--- src/rtl/ip_frame_sched_pkg.sv ---
// Shared types and timing defaults for the edge-detection frame scheduler.
package ip_frame_sched_pkg;

    localparam int CW = 11;

    // VGA 640x480 and SVGA 800x600 timing sets.
    localparam int H_LIMIT_DEF    = 800;
    localparam int H_START_DEF    = 0;
    localparam int V_LIMIT_DEF    = 525;
    localparam int REF_WIDTH_DEF  = 640;
    localparam int H_LIMIT_SVGA   = 1056;
    localparam int H_START_SVGA   = 216;
    localparam int V_LIMIT_SVGA   = 628;
    localparam int REF_WIDTH_SVGA = 800;

    typedef enum logic [2:0] {
        RAW    = 3'd0,
        BLUR   = 3'd1,
        GRAD   = 3'd2,
        NONMAX = 3'd3,
        HYSTER = 3'd4
    } mode_e;

    typedef enum logic [1:0] {
        S_IDLE = 2'd0,
        S_RUN  = 2'd1,
        S_HOLD = 2'd2
    } state_e;

    // sel is SW[4:1]; the highest set switch wins.
    function automatic mode_e decode_mode(input logic [3:0] sel);
        if (sel[3])      return RAW;
        else if (sel[2]) return BLUR;
        else if (sel[1]) return GRAD;
        else if (sel[0]) return NONMAX;
        else             return HYSTER;
    endfunction

endpackage

--- src/rtl/ip_frame_sched_if.sv ---
// Control/status bundle between the read side and the line-buffer scheduler.
interface ip_frame_sched_if
    import ip_frame_sched_pkg::*;
#(
    parameter int N_STAGES = 4
);
    logic                i_is_new_read;
    logic [4:0]          i_SW;
    logic [3:0]          i_seg_width;
    logic [CW-1:0]       o_h_cursor;
    logic [CW-1:0]       o_v_cursor;
    logic                o_wr_en;
    logic                o_line_shift;
    logic                o_frame_end;
    logic                o_resync;
    logic [N_STAGES-1:0] o_stage_valid;
    logic [2:0]          o_mode;
    logic [3:0]          o_seg_width;

    modport master (
        output i_is_new_read, i_SW, i_seg_width,
        input  o_h_cursor, o_v_cursor, o_wr_en, o_line_shift, o_frame_end,
        input  o_resync, o_stage_valid, o_mode, o_seg_width
    );

    modport slave (
        input  i_is_new_read, i_SW, i_seg_width,
        output o_h_cursor, o_v_cursor, o_wr_en, o_line_shift, o_frame_end,
        output o_resync, o_stage_valid, o_mode, o_seg_width
    );
endinterface

--- src/rtl/ip_cursor_cnt.sv ---
// H/V pixel cursor with wrap; line_shift and frame_end are registered
// from the next cursor value so they line up with h = H_LIMIT-1.
module ip_cursor_cnt
    import ip_frame_sched_pkg::*;
#(
    parameter int H_LIMIT = H_LIMIT_DEF,
    parameter int V_LIMIT = V_LIMIT_DEF
) (
    input  logic          i_clk,
    input  logic          i_rst_n,
    input  logic          i_clear,
    input  logic          i_en,
    output logic [CW-1:0] o_h,
    output logic [CW-1:0] o_v,
    output logic          o_line_shift,
    output logic          o_frame_end
);

    localparam logic [CW-1:0] H_MAX = CW'(H_LIMIT - 1);
    localparam logic [CW-1:0] V_MAX = CW'(V_LIMIT - 1);

    logic [CW-1:0] h_q, h_d, v_q, v_d;
    logic          line_shift_q, line_shift_d;
    logic          frame_end_q, frame_end_d;

    always_comb begin
        h_d = h_q;
        v_d = v_q;
        if (i_clear) begin
            h_d = '0;
            v_d = '0;
        end else if (i_en) begin
            if (h_q == H_MAX) begin
                h_d = '0;
                v_d = (v_q == V_MAX) ? '0 : v_q + 1'b1;
            end else begin
                h_d = h_q + 1'b1;
            end
        end
        line_shift_d = (i_clear || i_en) && (h_d == H_MAX) && (v_d != V_MAX);
        frame_end_d  = (i_clear || i_en) && (h_d == H_MAX) && (v_d == V_MAX);
    end

    always_ff @(posedge i_clk or negedge i_rst_n) begin
        if (!i_rst_n) begin
            h_q          <= '0;
            v_q          <= '0;
            line_shift_q <= 1'b0;
            frame_end_q  <= 1'b0;
        end else begin
            h_q          <= h_d;
            v_q          <= v_d;
            line_shift_q <= line_shift_d;
            frame_end_q  <= frame_end_d;
        end
    end

    assign o_h          = h_q;
    assign o_v          = v_q;
    assign o_line_shift = line_shift_q;
    assign o_frame_end  = frame_end_q;

endmodule

--- src/rtl/ip_frame_sched.sv ---
// Frame scheduler: run/hold FSM, frame-boundary control latching,
// misaligned-strobe resync and sticky per-stage fill tracking.
module ip_frame_sched
    import ip_frame_sched_pkg::*;
#(
    parameter int H_LIMIT  = H_LIMIT_DEF,
    parameter int H_START  = H_START_DEF,
    parameter int V_LIMIT  = V_LIMIT_DEF,
    parameter int N_STAGES = 4
) (
    input logic              i_clk,
    input logic              i_rst_n,
    ip_frame_sched_if.slave  bus
);

    localparam logic [CW-1:0] H_MAX     = CW'(H_LIMIT - 1);
    localparam logic [CW-1:0] H_START_C = CW'(H_START);

    state_e              state_q, state_d;
    mode_e               mode_q, mode_d;
    logic [3:0]          seg_q, seg_d;
    logic [N_STAGES-1:0] valid_q, valid_d;
    logic                wr_en_q, wr_en_d;
    logic                resync_q, resync_d;

    logic [CW-1:0] h_cnt, v_cnt;
    logic          line_shift, frame_end;
    logic          cnt_clear, cnt_en, misaligned, latch;

    ip_cursor_cnt #(
        .H_LIMIT (H_LIMIT),
        .V_LIMIT (V_LIMIT)
    ) u_cursor (
        .i_clk        (i_clk),
        .i_rst_n      (i_rst_n),
        .i_clear      (cnt_clear),
        .i_en         (cnt_en),
        .o_h          (h_cnt),
        .o_v          (v_cnt),
        .o_line_shift (line_shift),
        .o_frame_end  (frame_end)
    );

    // A strobe at the origin or on the frame-end pixel is in step with us.
    assign misaligned = (state_q != S_IDLE) && bus.i_is_new_read && !frame_end
                        && !((h_cnt == '0) && (v_cnt == '0));
    assign cnt_en     = (state_q != S_IDLE);
    assign cnt_clear  = ((state_q == S_IDLE) && bus.i_is_new_read) || misaligned;

    always_comb begin
        state_d  = state_q;
        mode_d   = mode_q;
        seg_d    = seg_q;
        valid_d  = valid_q;
        resync_d = 1'b0;
        latch    = 1'b0;

        case (state_q)
            S_IDLE: begin
                if (bus.i_is_new_read) begin
                    state_d = S_RUN;
                    latch   = 1'b1;
                    valid_d = '0;
                end
            end
            S_RUN: begin
                if (frame_end) begin
                    latch   = 1'b1;
                    state_d = bus.i_SW[0] ? S_HOLD : S_RUN;
                end
            end
            S_HOLD: begin
                if (frame_end && !bus.i_SW[0]) begin
                    latch   = 1'b1;
                    state_d = S_RUN;
                end
            end
            default: state_d = S_IDLE;
        endcase

        // Stage k has a full 3-row window once line k has been written.
        for (int k = 0; k < N_STAGES; k++) begin
            if ((state_q == S_RUN) && (h_cnt == H_MAX) && (v_cnt == CW'(k)))
                valid_d[k] = 1'b1;
        end

        if (misaligned) begin
            state_d  = S_RUN;
            latch    = 1'b1;
            valid_d  = '0;
            resync_d = 1'b1;
        end

        if (latch) begin
            mode_d = decode_mode(bus.i_SW[4:1]);
            seg_d  = bus.i_seg_width;
        end

        wr_en_d = (state_d == S_RUN);
    end

    always_ff @(posedge i_clk or negedge i_rst_n) begin
        if (!i_rst_n) begin
            state_q  <= S_IDLE;
            mode_q   <= HYSTER;
            seg_q    <= '0;
            valid_q  <= '0;
            wr_en_q  <= 1'b0;
            resync_q <= 1'b0;
        end else begin
            state_q  <= state_d;
            mode_q   <= mode_d;
            seg_q    <= seg_d;
            valid_q  <= valid_d;
            wr_en_q  <= wr_en_d;
            resync_q <= resync_d;
        end
    end

    assign bus.o_h_cursor    = h_cnt - H_START_C;
    assign bus.o_v_cursor    = v_cnt;
    assign bus.o_wr_en       = wr_en_q;
    assign bus.o_line_shift  = line_shift;
    assign bus.o_frame_end   = frame_end;
    assign bus.o_resync      = resync_q;
    assign bus.o_stage_valid = valid_q;
    assign bus.o_mode        = mode_q;
    assign bus.o_seg_width   = seg_q;

endmodule

--- src/flat_wrapper.sv ---
// flat-port wrapper written by rule: the top's interface ports become plain ports
module ip_frame_sched_flat import ip_frame_sched_pkg::*;
#(
    parameter int H_LIMIT  = H_LIMIT_DEF,
    parameter int H_START  = H_START_DEF,
    parameter int V_LIMIT  = V_LIMIT_DEF,
    parameter int N_STAGES = 4
)
  (i_clk, i_rst_n, bus_i_is_new_read, bus_i_SW, bus_i_seg_width, bus_o_h_cursor, bus_o_v_cursor, bus_o_wr_en, bus_o_line_shift, bus_o_frame_end, bus_o_resync, bus_o_stage_valid, bus_o_mode, bus_o_seg_width);
  ip_frame_sched_if #(.N_STAGES(N_STAGES)) bus_i ();
  input logic i_clk;
  input logic i_rst_n;
  input wire logic [$bits(bus_i.i_is_new_read)-1:0] bus_i_is_new_read;
  input wire logic [$bits(bus_i.i_SW)-1:0] bus_i_SW;
  input wire logic [$bits(bus_i.i_seg_width)-1:0] bus_i_seg_width;
  output wire logic [$bits(bus_i.o_h_cursor)-1:0] bus_o_h_cursor;
  output wire logic [$bits(bus_i.o_v_cursor)-1:0] bus_o_v_cursor;
  output wire logic [$bits(bus_i.o_wr_en)-1:0] bus_o_wr_en;
  output wire logic [$bits(bus_i.o_line_shift)-1:0] bus_o_line_shift;
  output wire logic [$bits(bus_i.o_frame_end)-1:0] bus_o_frame_end;
  output wire logic [$bits(bus_i.o_resync)-1:0] bus_o_resync;
  output wire logic [$bits(bus_i.o_stage_valid)-1:0] bus_o_stage_valid;
  output wire logic [$bits(bus_i.o_mode)-1:0] bus_o_mode;
  output wire logic [$bits(bus_i.o_seg_width)-1:0] bus_o_seg_width;
  assign bus_i.i_is_new_read = bus_i_is_new_read;
  assign bus_i.i_SW = bus_i_SW;
  assign bus_i.i_seg_width = bus_i_seg_width;
  assign bus_o_h_cursor = bus_i.o_h_cursor;
  assign bus_o_v_cursor = bus_i.o_v_cursor;
  assign bus_o_wr_en = bus_i.o_wr_en;
  assign bus_o_line_shift = bus_i.o_line_shift;
  assign bus_o_frame_end = bus_i.o_frame_end;
  assign bus_o_resync = bus_i.o_resync;
  assign bus_o_stage_valid = bus_i.o_stage_valid;
  assign bus_o_mode = bus_i.o_mode;
  assign bus_o_seg_width = bus_i.o_seg_width;
  ip_frame_sched #(.H_LIMIT(H_LIMIT), .H_START(H_START), .V_LIMIT(V_LIMIT), .N_STAGES(N_STAGES)) u_core (.i_clk(i_clk), .i_rst_n(i_rst_n), .bus(bus_i));
endmodule
--- config.mk ---
export PLATFORM = sky130hd
export DESIGN_NAME = ip_frame_sched_flat
export DESIGN_NICKNAME = d
export VERILOG_FILES = /design/src/rtl/ip_frame_sched_pkg.sv /design/src/rtl/ip_frame_sched_if.sv /design/src/rtl/ip_cursor_cnt.sv /design/src/rtl/ip_frame_sched.sv /design/src/flat_wrapper.sv
export SDC_FILE = /design/constraint.sdc
export NUM_CORES = 1
export LEC_CHECK = 0
export CAP_MARGIN = 20
export CORE_UTILIZATION = 30
export CTS_BUF_LIST = sky130_fd_sc_hd__clkbuf_8
export DETAILED_ROUTE_END_ITERATION = 6
export PLACE_DENSITY = 0.61
export SLEW_MARGIN = 20
export SYNTH_ARGS = -nofsm -noshare
export SYNTH_HDL_FRONTEND = slang
export SYNTH_SLANG_ARGS = --single-unit
--- constraint.sdc ---
create_clock -name i_clk -period 4.6 [get_ports i_clk]
set_clock_uncertainty 0.05 [all_clocks]
set_input_delay 0.92 -clock i_clk [delete_from_list [all_inputs] [get_ports i_clk]]
set_output_delay 0.92 -clock i_clk [all_outputs]
set_load 0.1 [all_outputs]
* Yosys cells after proc, flatten, opt, wreduce, memory -nomap -nowiden *
Index checks and enable logic that the tools add are counted.

word-level totals
  flip-flop bits (word level) = 39
  input bits = 12
  output and inout bits = 37

operators by class
  add/subtract/negate cells = 2
  equal/unequal tests = 11
  multiplexer cells = 30
  reductions and logical operators = 35

operators with widths
  kind                                                                       number
  11-bit 2-to-1 mux                                                          7
  11-bit by 10-bit equality test with 1-bit output, second input constant    4
  3-bit nonzero test                                                         8
  11-bit by 1-bit adder with 11-bit output, second input constant            2
  11-bit by 2-bit equality test with 1-bit output, second input constant     2
  11-bit zero test                                                           2
  1-bit logical AND                                                          14
  3-bit 2-to-1 mux                                                           4
  4-bit 2-to-1 mux                                                           3
  11-bit by 1-bit equality test with 1-bit output, second input constant     1
  11-bit by 10-bit inequality test with 1-bit output, second input constant  1
  2-bit 2-to-1 mux                                                           5
  1-bit 2-to-1 mux                                                           9
  2-bit AND reduction                                                        4
  2-bit case mux with 3 select lines                                         1
  2-bit by 1-bit equality test with 1-bit output, second input constant      2
  1-bit zero test                                                            3
  1-bit case mux with 3 select lines                                         1
  2-bit equality test, second input constant                                 1
  2-bit zero test                                                            1
  1-bit logical OR                                                           2
  2-bit nonzero test                                                         1

* Depth between registers and ports, before layout *
  word-level depth = 9
  mapped depth = 10
  mapped depth without buffers = 9

* Cells and area by module *
From an unflattened synthesis, not the netlist that was laid out.

unflattened totals
  cell total of the unflattened synthesis = 247
  area, all modules = 2301.0 µm²

by module, submodules not included
  module          instances  cells each  area each (µm²)
  ip_cursor_cnt   1          174         1530.2
  ip_frame_sched  1          73          770.7

* Least setup slack after synthesis *
Ideal clock, no wire load.

  kind = register to register
  start point = register u_core.u_cursor.h_q[5], in the netlist u_core.u_cursor.o_h[5]
  end point = register u_core.u_cursor.frame_end_q, in the netlist u_core.u_cursor.o_frame_end
  setup time = 96 ps
  data arrival time = 3054 ps
  path slack = 1400 ps
  cell stages (with the launch flop) = 9
  path buffers = 2
  clock period less this slack = 3200 ps
  path through = dfrtp_1 -> buf_6 -> or4_4 -> or4_4 -> buf_6 -> nor4_4 -> o31ai_1 -> a221o_1 -> nor4_2

on the way
  longest elaborated chain between the ends = 9
  elaborated cells on any way between the ends = 18
  those cells by class = add/sub (1); eq/ne (3); mux (6); reduce/logical (8)

ends and longest elaborated chain
  what                                                                              line                 text
  start, declared                                                                   ip_cursor_cnt.sv:22  logic [CW-1:0] h_q, h_d, v_q, v_d;
  start signal, assigned                                                            ip_cursor_cnt.sv:46  h_q <= '0;
  start signal, assigned                                                            ip_cursor_cnt.sv:51  h_q <= h_d;
  branches (longest 8 deep; another with 11-bit by 1-bit adder with 11-bit output)  --
  1-bit logical AND *                                                               ip_cursor_cnt.sv:41  frame_end_d = (i_clear || i_en) && (h_d == H_MAX) && (v_d == V_MAX);
  via u_core.u_cursor.frame_end_d                                                   ip_cursor_cnt.sv:24  logic frame_end_q, frame_end_d;
  end signal, assigned                                                              ip_cursor_cnt.sv:54  frame_end_q <= frame_end_d;
  end, declared                                                                     ip_cursor_cnt.sv:24

Mark *: on every way through the listed nets, which the timed path passes.
A chain may end at the register's enable or synchronous reset.

* Worst setup path in the final report *
  start point = register u_core.u_cursor.v_q[4], in the netlist u_core.u_cursor.o_v[4]
  end point = register u_core.seg_q[3], in the netlist u_core.bus.o_seg_width[3]

on the way
  longest elaborated chain between the ends = 5

ends and longest elaborated chain
  what                    line                   text
  start, declared         ip_cursor_cnt.sv:22
  start signal, assigned  ip_cursor_cnt.sv:52    v_q <= v_d;
  11-bit zero test        ip_frame_sched.sv:46   && !((h_cnt == '0) && (v_cnt == '0));
  1-bit logical AND       ip_frame_sched.sv:46
  1-bit zero test         ip_frame_sched.sv:46
  1-bit logical AND       ip_frame_sched.sv:46
  1-bit 2-to-1 mux        ip_frame_sched.sv:87   if (misaligned) begin
  end signal, assigned    ip_frame_sched.sv:113  seg_q <= seg_d;
  end, declared           ip_frame_sched.sv:21   logic [3:0] seg_q, seg_d;

Every way passes these cells.

==> summary.md <==
| Metric | Value |
|---|---|
| Post-synth EDFFs | 0 |
| Starting Density | 0.319 |
| Detailed Routing Iterations Pass 1 | 4 |
| Multi-input gate area | 1290 µm² |
| Final Critical Period | 3100 ps |
| CTS Buf Count | 5 |
| Yosys warns | 0 |
| Worst Max-Slew Pin Slew | 982 ps |
| Largest net degree at the start of global routing | 40 |
| Clk slew on worst S/H paths | 80 ps |
| Post-Syn Area | approximately 2400 µm² |
| Clk buf depth | 2 |
| Distinct cells, synth | 56 |
| Post-synth top cells | 38 x dfrtp_1, 27 x nor2_1, 23 x nand2_1 |
| Synth Flop Type | dfrtp_1 |
| Final nets | 317 |
| DP Wirelength | 4.43 mm |
| Avg Inst Size Synth | 9.33 µm² |
| Crit path launch type | flip-flop |
| FF/Latch Area | around 980 µm² |
| Vias | 2099 |
| Finished Layout Cells | about 400 |
| Hold Path Class | reg -> reg |
| Vias in the first global route | 1994 |
| Sink Count | 39 |
| Synth area leader | dfrtp_1 |
| Placed Area | approximately 2900 µm² |
| Critical path required time | 4740 ps |
| FMAX | 0.322 GHz |
| DIE AREA | 8220 µm² |
| RePlAce Congestion | approximately 0.84 |
| Relative slew slack | 0.343 |
| Fillcell total | 779 |
| Total negative slack | 0 ps |
| First-pass GRT wire length | between 10 and 15 mm |
| Post_cts resized | 0 |
| Post-synth ARST share | 1.00 |
| Die width | 90.7 µm |
| Final hold vios | 0 |
| R2R setup slack | 1500 ps |
| Core area | 7410 µm² |
| Clock latency on the worst-skew pair | 300 ps |
| Setup ws final | 1500 ps |
| Leak | 1.16 nW |
| CTS tree | done |
| Seq cells post-synth | 39 |
| GRT Total Usage | 0.153 |
| CTS H-tree lvls | 2 |
| Power Density | 442 nW/µm² |
| Via density | 5.26 |
| Max_cap viols | 0 |
| Initial antenna violation count | 0 |
| Die height | about 90 µm |
| Mapped Cells | ~250 |
| Arrival time of the worst setup path | about 3300 ps |
| WL final | 5.96 mm |
| Placed insts | 391 |
| Post-Layout Inst Area | 2990 µm² |
| Antenna Nets Post-Route | 0 |
| CP Capture Type | flip-flop |
| Synthesis-to-finish area growth | 26.7% |
| Post-synthesis sequential area ratio | 0.414 |
| N_diodes | 0 |
| Total congestion overflow | 0 |
| Top post-synthesis cells by area | dfrtp_1 40%, nor2_1 4.3%, nand2_1 3.7% |
| Layout cells sized above 1 | 0.100 |
| Final worst-path cycle share | 0.675 |
| Cell with the most instances after synthesis | dfrtp_1 |
| DR WL/cell | 14.9 µm |
| Share of the synthesized area in the top cell type | 0.403 |
| Crit Path Category | reg -> reg |
| Max-slew violations | 0 |
| Number of setup buffers added after CTS | 0 |
| I/O pin cnt | between 40 and 50 |
| DR iter-0 viols | 95 |
| PortBufs | 48 |
| Syn Nets | between 200 and 300 |
| Outcome | finished, final reports clean |
| Worst slack, placed | 1420 ps |
| Final setup fails | 0 |
| CTS Root Cell | clkbuf_8 |
| # rows | 31 |
| Maximum vdd drop | 0.242 mV |
| # DRC | 0 |
| RSZ-0062 raised after global routing | false |
| CTS Hold Bufs | 0 |
| Crit Path Max Fanout | 13 |
-- through the flow --
| step | hold WS (ps) | utilization | power (mW) |
|---|---|---|---|
| final | 462 | 0.404 | 1.32 |
| after global routing | 496 | 0.404 | 1.38 |
| after floorplan | 558 | - | 0.937 |
| after detailed placement | 449 | 0.392 | 1.09 |
| after global placement | 443 | 0.392 | 1.08 |
| after CTS | 469 | 0.404 | 1.33 |
-- sequential cells by signal, summed over array words and instances, names as in the netlist --
| register | flops |
|---|---|
| u_core.u_cursor.o_frame_end | 1 |
| u_core.bus.o_wr_en | 1 |
| u_core.bus.o_mode | 3 |
| u_core.u_cursor.o_h | 11 |
| u_core.bus.o_seg_width | 4 |
| u_core.u_cursor.o_line_shift | 1 |
| u_core.bus.o_stage_valid | 4 |
| u_core.state_q | 2 |
| u_core.u_cursor.o_v | 11 |
| u_core.bus.o_resync | 1 |
-- routing by layer --
metal	up-vias	wire (µm)	global-route usage
met5	-	0	0
met2	53	2710	0.241
met4	0	54	0.0403
li1	1021	-	-
met1	1018	2930	0.205
met3	7	258	0.0396
-- final timing paths --
kind / from / endpoint / cells past startpoint
max: u_core.u_cursor.o_v[4] / u_core.bus.o_seg_width[3] / 6
min: u_core.bus.o_mode[1] / u_core.bus.o_mode[1] / 1
max reg2reg: u_core.u_cursor.o_v[4] / u_core.bus.o_seg_width[3] / 6
min reg2reg: u_core.bus.o_mode[1] / u_core.bus.o_mode[1] / 1
max in group asynchronous: i_rst_n / u_core.u_cursor.o_h[3] / 1
min in group asynchronous: i_rst_n / u_core.state_q[0] / 1
-- area by class of cell --
type / count / area share
Multi-Input combinational cell: 196 / 0.432
Sequential cell: 39 / 0.327
Timing Repair Buffer: 48 / 0.159
Tap cell: 99 / 0.0414
Clock buffer: 5 / 0.0230
Inverter: 9 / 0.0113
Clock inverter: 3 / 0.00669
-- cells in the final DEF, fill, tap and decap left out, types with 3 or more instances in the layout --
master	count
dfrtp_1	38
nor2_1	27
nor3_1	13
nand3_1	9
and4_1	4
xor2_1	3
xnor2_1	9
a31oi_1	3
mux2i_1	3
a22o_1	3
mux2_2	7
nand2_1	23
nand2b_1	6
ha_1	6
nand4_1	6
or3_1	4
o21ai_0	9
clkbuf_8	5
and2_1	3
clkdlybuf4s50_1	47
inv_1	9
nor4_1	5
a21oi_1	11
-- worst max-delay path: stages (launching register included) --
cell and delay, ps:
dfrtp_1 470, nor4_1 690, nand3_1 160, o31a_2 460, nor2_1 460, nand2_1 330
mux2_2 360
-- report_power, final --
part | switching (mW) | internal, mW | leakage (nW)
combinational | 0.477 | 0.167 | 0.608
clock | 0.134 | 0.106 | 0.0402
sequential | 0.0472 | 0.390 | 0.513
-- cells by family (layout without fill, tap and decap cells) --
kind of cell,after synthesis,after routing,synth area share
muxes,10,10,0.0461
buffers and inverters,18,65,0.0387
DFF,39,39,0.414
and+or+nand+nor,124,124,0.300
adders and majority gates,6,6,0.0318
AOI/OAI and AO/OA,44,44,0.125
xor gates and xnor gates,12,12,0.0445
Note: power is estimated with default switching activity, not from simulation.
